**src/rtl/ram_wrq2i.sv**
```systemverilog
// Write-request queue in front of a single-write-port, async-read RAM.
// Merges two producers, drains one write per cycle, and offers pending/forward lookup.
module ram_wrq2i #(
  parameter int SZ       = 2,
  parameter int DW       = 32,
  parameter int DEPTH    = 4,
  parameter int CLRONRST = 1,
  localparam int AW      = $clog2(SZ),
  localparam int PW      = $clog2(DEPTH),
  localparam int CW      = PW + 1
) (
  input  logic          clk_i,
  input  logic          rst_i,
  input  logic          stb0_i,
  input  logic [AW-1:0] addr0_i,
  input  logic [DW-1:0] data0_i,
  output logic          rdy0_o,
  input  logic          stb1_i,
  input  logic [AW-1:0] addr1_i,
  input  logic [DW-1:0] data1_i,
  output logic          rdy1_o,
  input  logic [AW-1:0] chkaddr_i,
  output logic          pend_o,
  output logic [DW-1:0] fwd_o,
  output logic          we_o,
  output logic [AW-1:0] waddr_o,
  output logic [DW-1:0] wdata_o,
  output logic [CW-1:0] cnt_o,
  output logic          busy_o
);

  typedef enum logic {CLR = 1'b0, RUN = 1'b1} state_t;

  state_t        state_q, state_d;
  logic [AW-1:0] ctr_q;
  logic [CW-1:0] cnt_q;
  logic [PW-1:0] head_q, tail_q, tail1;
  logic [AW-1:0] amem_p0 [DEPTH];
  logic [DW-1:0] dmem_p0 [DEPTH];
  logic          we_p1;
  logic [AW-1:0] waddr_p1;
  logic [DW-1:0] wdata_p1;
  logic          xfer0, xfer1, pop;
  logic [PW-1:0] idx;

  assign xfer0 = stb0_i & rdy0_o;
  assign xfer1 = stb1_i & rdy1_o;
  assign pop   = (state_q == RUN) && (cnt_q != '0);
  assign tail1 = tail_q + PW'(xfer0);

  always_ff @(posedge clk_i) begin
    if (rst_i) state_q <= (CLRONRST != 0) ? CLR : RUN;
    else       state_q <= state_d;
  end

  always_comb begin
    state_d = state_q;
    if (state_q == CLR && ctr_q == AW'(SZ - 1)) state_d = RUN;
  end

  // Readiness comes only from registered occupancy; the pop is deliberately not credited.
  always_comb begin
    busy_o = (state_q == CLR);
    rdy0_o = (state_q == RUN) && (cnt_q <= CW'(DEPTH - 1));
    rdy1_o = (state_q == RUN) && (cnt_q <= CW'(DEPTH - 2));
  end

  // Stage p0: queue storage, written in acceptance order (port 0 first)
  always_ff @(posedge clk_i) begin
    if (xfer0) begin
      amem_p0[tail_q] <= addr0_i;
      dmem_p0[tail_q] <= data0_i;
    end
    if (xfer1) begin
      amem_p0[tail1] <= addr1_i;
      dmem_p0[tail1] <= data1_i;
    end
  end

  // Stage p1: registered RAM write port plus queue bookkeeping
  always_ff @(posedge clk_i) begin
    if (rst_i) begin
      ctr_q    <= '0;
      cnt_q    <= '0;
      head_q   <= '0;
      tail_q   <= '0;
      we_p1    <= 1'b0;
      waddr_p1 <= '0;
      wdata_p1 <= '0;
    end else if (state_q == CLR) begin
      we_p1    <= 1'b1;
      waddr_p1 <= ctr_q;
      wdata_p1 <= '0;
      ctr_q    <= ctr_q + 1'b1;
    end else begin
      if (pop) begin
        we_p1    <= 1'b1;
        waddr_p1 <= amem_p0[head_q];
        wdata_p1 <= dmem_p0[head_q];
        head_q   <= head_q + 1'b1;
      end else begin
        we_p1    <= 1'b0;
      end
      tail_q <= tail_q + PW'(xfer0) + PW'(xfer1);
      cnt_q  <= cnt_q + CW'(xfer0) + CW'(xfer1) - CW'(pop);
    end
  end

  // Scan oldest to youngest so the youngest matching entry wins.
  always_comb begin
    pend_o = 1'b0;
    fwd_o  = '0;
    idx    = head_q;
    if (state_q == CLR) begin
      pend_o = 1'b1;
    end else begin
      if (we_p1 && waddr_p1 == chkaddr_i) begin
        pend_o = 1'b1;
        fwd_o  = wdata_p1;
      end
      for (int i = 0; i < DEPTH; i++) begin
        idx = head_q + PW'(i);
        if (CW'(i) < cnt_q && amem_p0[idx] == chkaddr_i) begin
          pend_o = 1'b1;
          fwd_o  = dmem_p0[idx];
        end
      end
    end
  end

  assign we_o    = we_p1;
  assign waddr_o = waddr_p1;
  assign wdata_o = wdata_p1;
  assign cnt_o   = cnt_q;

endmodule

```
**config.mk**
```make
export PLATFORM = sky130hd
export DESIGN_NAME = ram_wrq2i
export DESIGN_NICKNAME = d
export VERILOG_FILES = /design/src/rtl/ram_wrq2i.sv
export SDC_FILE = /design/constraint.sdc
export NUM_CORES = 1
export LEC_CHECK = 0
export ABC_CLOCK_PERIOD_IN_PS = 6950
export BUFFER_PORTS_ARGS = -buffer_cell sky130_fd_sc_hd__buf_2
export CAP_MARGIN = 20
export CORE_MARGIN = 2
export CORE_UTILIZATION = 50
export DETAILED_ROUTE_END_ITERATION = 8
export GPL_TIMING_DRIVEN = 0
export PLACE_DENSITY_LB_ADDON = 0.05
export SYNTH_ARGS = -nofsm -noshare
export SYNTH_HDL_FRONTEND = slang
export SYNTH_SLANG_ARGS = --single-unit
```
**constraint.sdc**
```tcl
create_clock -name clk_i -period 6.95 [get_ports clk_i]
set_input_delay 0.3475 -clock clk_i [delete_from_list [all_inputs] [get_ports clk_i]]
set_output_delay 0.3475 -clock clk_i [all_outputs]
set_load 0.005 [all_outputs]
```
# After elaboration in Yosys (flattened, before gate mapping)
# Memory sizes are Yosys's and may differ from the RTL's. A register that Yosys moved wholly into a read port is not among the register bits.
# Cells that the tools add are included.
[word_totals]
regBits = 43
ramBits = 132
output_inout_bits = 73
wordCells = 70
n_memories = 2
[mem_list]
columns = ["name", "words", "width", "read_ports", "rd_clocked_by_memory_dff", "write_ports", "line_no", "text"]
rows = [
  ["dmem_p0", 4, 32, 4, 1, 2, "39", "logic [DW-1:0] dmem_p0 [DEPTH];"],
  ["amem_p0", 4, 1, 4, 1, 2, "38", "logic [AW-1:0] amem_p0 [DEPTH];"],
]
[op_classes]
add_sub_neg = 9
n_lt_le_gt_ge = 6
eq_ne = 6
muxes = 24
bitwise_logic = 3
n_reduce_logical = 12
[op_table]
columns = ["op", "n"]
rows = [
  ["$mux 32", 6],
  ["$mux 1", 14],
  ["$logic_and 1x1->1", 9],
  ["$mux 2", 4],
  ["$add 3x1->3", 2],
  ["$le 3x2->1 const B", 2],
  ["$lt 1x3->1 const A", 2],
  ["$lt 2x3->1 const A", 2],
  ["$eq 1x1->1", 5],
  ["$add 2x1->2", 2],
  ["$add 2x2->2 const B", 2],
  ["$reduce_bool 3->1", 1],
  ["$sub 3x1->3", 1],
  ["$add 2x1->2 const B", 1],
  ["$and 1x1->1", 2],
  ["$ne 2x1->1 const B", 1],
  ["$reduce_and 2->1", 1],
  ["$reduce_or 2->1", 1],
  ["$add 1x1->1 const B", 1],
  ["$not 1->1", 1],
]

# Longest topological paths before layout
[logic_depth]
depth_word = 8
mapped_depth = 12
depth_no_buf = 11

# Worst setup path after synthesis
# OpenSTA, ideal clock, no wires.
[synth_path]
path_kind = "register to register"
from = "reg state_q"
to = "mem amem_p0[2] (netlist name) (enable)"
setup_time_ns = 0.430
arrival_ns = 2.957
required_time_ns = 6.520
path_slack_ns = 3.562
path_stages_with_launch = 10
n_path_buf = 2
synth_period_minus_slack_ns = 3.388
cell_sequence = "dfxtp_1 > buf_2 > clkinv_1 > nor2_1 > nand2_1 > inv_1 > ha_1 > nor3_2 > buf_2 > o21bai_1"
[synth_rtl]
columns = ["item", "line_no", "text"]
rows = [
  ["start, declared", "34", "state_t state_q, state_d;"],
  ["start signal, assigned", "52", "if (rst_i) state_q <= (CLRONRST != 0) ? CLR : RUN;"],
  ["start signal, assigned", "53", "else state_q <= state_d;"],
  ["end, declared", "38", ""],
]

# Worst setup path after layout
[layout_path]
from = "reg head_q[1]"
to = "out fwd_o[16]"
[layout_via]
elab_chain_len = 8
[layout_rtl]
columns = ["item", "line_no", "text"]
rows = [
  ["start, declared", "37", "logic [PW-1:0] head_q, tail_q, tail1;"],
  ["start signal, assigned", "100", "head_q <= head_q + 1'b1;"],
  ["$add 2x1->2", "122", "idx = head_q + PW'(i);"],
  ["$mem_v2 4x1", "n/a", ""],
  ["$eq 1x1->1", "123", "if (CW'(i) < cnt_q && amem_p0[idx] == chkaddr_i) begin"],
  ["$logic_and 1x1->1", "123", ""],
  ["$mux 32 (2 in a row)", "123", ""],
  ["$mux 32 *", "123", ""],
  ["$mux 32 *", "114", "if (state_q == CLR) begin"],
  ["end, declared", "24", "output logic [DW-1:0] fwd_o,"],
]
# Every way passes the cells marked *; elsewhere a longest branch is shown, timed or not.

==> results.cfg <==
[placed_design]
post-place-ws_ps = 2830
port_buffers = 142
placed_cells = 1341
post-dp-hpwl_um = 24500
gp_congestion = 0.816
place_area_um2 = 13300

[setup_path]
worstPathArrival_ps = 3470
cp-start-kind = flop
critPathTopFamily = buffers and inverters
r2r_cells = 11
path_cells = buf_2, mux4_2, xor2_1, nor3_2, clkbuf_1, a32oi_1, o31ai_2, buf_2
worst_path_most_repeated_cell = buf_2
cp_num_buf_inv = 3
path_max_fanout = 10
crit_start = head_q[1]$_SDFFE_PP0P_
cp_slowest_cell = clkbuf_1
cp-end-kind = primary output
critPathKind = flop to primary output
cp.required_ps = 6600
reg2reg_from = state_q$_SDFFE_PP0P_
cp.depth = 8
slowest_delay_ps = 630

[logic_synthesis]
yosys.area.top_type_share_pct = 32.8
yosysSeqAreaShare_pct = 40.2
synth_area_leaders = edfxtp_1 33%, mux4_2 25%, mux2_2 12%, dfxtp_1 7.4%, o31ai_2 3.1%
netlist_instances = 877
synth_edf_count = 132
synth_warnings = 0
ys_ff_latch = 177
yosysUniqueCellTypes = 44
yosys-top-cells-count = 132 x edfxtp_1, 132 x mux2_2, 132 x mux4_2
netlist_area_um2 = 12100
synth_top_area_cell = edfxtp_1
yosys_most_used_dff = edfxtp_1
synthesis.nets = 955
async_flop_share_pct = 0
syn_area_per_cell_um2 = 13.8

[route]
wl_per_cell_um = 26.3
drt_wl_total_um = 36200
drtIter0Drc = 885
ant_nets = 0
drc = 0
first_pass_iters = 5
via_per_inst = 6.68
vias = 9197

[hold_path]
worstHoldPathType = input pin to flop
min_path_cells = 2
hold_start = rst_i

[global_route]
gr-total-overflow = 0
grt_max_degree = 34
grt_pass1_vias = 9151
grt_first_pass_wirelength_um = 55500
antenna_found_initial = 0
grt_usage_pct = 28.7

[floorplan]
coreArea_um2 = 23600
die_h_um = 160
ioPinCount = 144
dieArea_um2 = 25400
die_w_um = 160
start_util_pct = 51.2
rows = 56

[cts]
cts_sinks = 177
cts_root_buf = clkbuf_16
worstSkewPairLatency_ps = 440
path_clk_slew_ps = 70
cts_tree = done
cts_hold_buffers = 0
postCtsSetupBuffers = 0
cts_resized = 0
clock_path_buffers = 2
cts_buffers = 17
htreeDepth = 4

[run_status]
status = finished, final reports clean

[finish]
syn2layout_area_growth_pct = 15.1
n_antenna_cell = 0
layout-drive-gt1-share_pct = 50.0
fin_area_um2 = 13900
layout.cells.non_filler = 1376
fill_cells = 1943
utilization_pct = 59.0
fin_nets = 1122

[sta]
finalMaxSlewViolations = 0
finalCritPeriodShare_pct = 54.9
hold_slack_ps = 111
tightest_slew_ps = 988
period_needed_ps = 3810
finalSetupViolations = 0
fin_skew_ps = 13.0
setup_ws_ps = 3140
fin_tns_setup_ps = 0
hold_violations = 0
timing.fmax_mhz = 262
relSlewSlack_pct = 34.1
rsz0062_at_grt = false

[run]
cap_violations = 0

[power]
p_leak_nw = 4.73
power_density_nw_per_um2 = 213
vdd_drop_max_v = 0.000177
total_power_mw = 2.96
-- report_power, final --
part,switching (mW),internal [mW],leakage (nW)
clock network,0.431,0.574,0.293
logic,0.416,0.303,2.87
registers,0.0433,1.19,1.56
-- routing by layer --
metal | track usage (%) | wire (um) | up-vias
li1 | - | - | 3930
met1 | 40.7 | 15100 | 4700
met2 | 46.1 | 17300 | 492
met3 | 4.51 | 2920 | 75
met4 | 8.06 | 924 | 0
met5 | 0 | 0 | -
-- final cells by class --
cell class	count	area (um^2)	area share, %
inverters	9	33.8	0.243
multi-input cells	601	6750	48.5
clock inverters	10	121	0.872
clock buffers	22	485	3.49
repair buffers	148	813	5.84
flip-flops and latches	177	4860	34.9
plain buffers	90	454	3.26
well taps	319	399	2.87
-- logic make-up after synthesis --
logic type | share of synthesized area [%]
buf+inv | 4.04
fa+ha+maj | 0.848
flops | 40.2
mux | 37.2
xor+xnor | 1.15
compound gates | 10.0
simple gates | 6.51
-- registers in the layout, indices dropped and copies added (netlist names), named ones only --
| register | cells |
|---|---|
| state_q | 1 |
| wdata_o | 32 |
| tail_q | 2 |
| amem_p0 | 4 |
| we_o | 1 |
| dmem_p0 | 128 |
| head_q | 2 |
| ctr_q | 1 |
| cnt_o | 3 |
| waddr_o | 1 |
-- final timing paths --
| path | end | slack (ps) |
|---|---|---|
| min reg2reg | wdata_o[20]$_SDFFE_PP0P_ | 470 |
| min | cnt_o[0]$_SDFFE_PP0P_ | 110 |
| max | fwd_o[16] | 3140 |
| max reg2reg | dmem_p0[3][30]$_DFFE_PP_ | 3200 |
-- placed cells by master, fill, tap and decap left out, types with 4 or more instances in the layout --
master,Yosys,routed
xnor2_1,8,8
dfxtp_1,45,45
buf_12,0,4
a32oi_1,32,32
clkbuf_16,0,18
mux2_2,132,132
nand2b_1,4,4
buf_4,4,4
mux2i_1,4,4
nor3_2,5,5
xor2_1,6,6
nand2_1,72,72
edfxtp_1,132,132
ha_1,5,5
a311oi_1,33,33
inv_1,8,8
buf_6,8,8
nor2_1,50,50
and3_1,32,32
clkbuf_1,38,40
a21oi_1,34,34
o31ai_2,30,30
buf_1,9,9
buf_2,30,172
mux4_2,132,132
-- worst register-to-register path: stages (launching register included) --
cell and delay (ps):
dfxtp_1 360, buf_2 240, clkinv_1 270, nor2_1 210
nand2_1 140, inv_1 150, ha_1 250, xnor2_1 130
nor3_2 560, buf_2 390, a31o_2 470, buf_12 260
No activity file was read; power rests on OpenSTA's default activity.
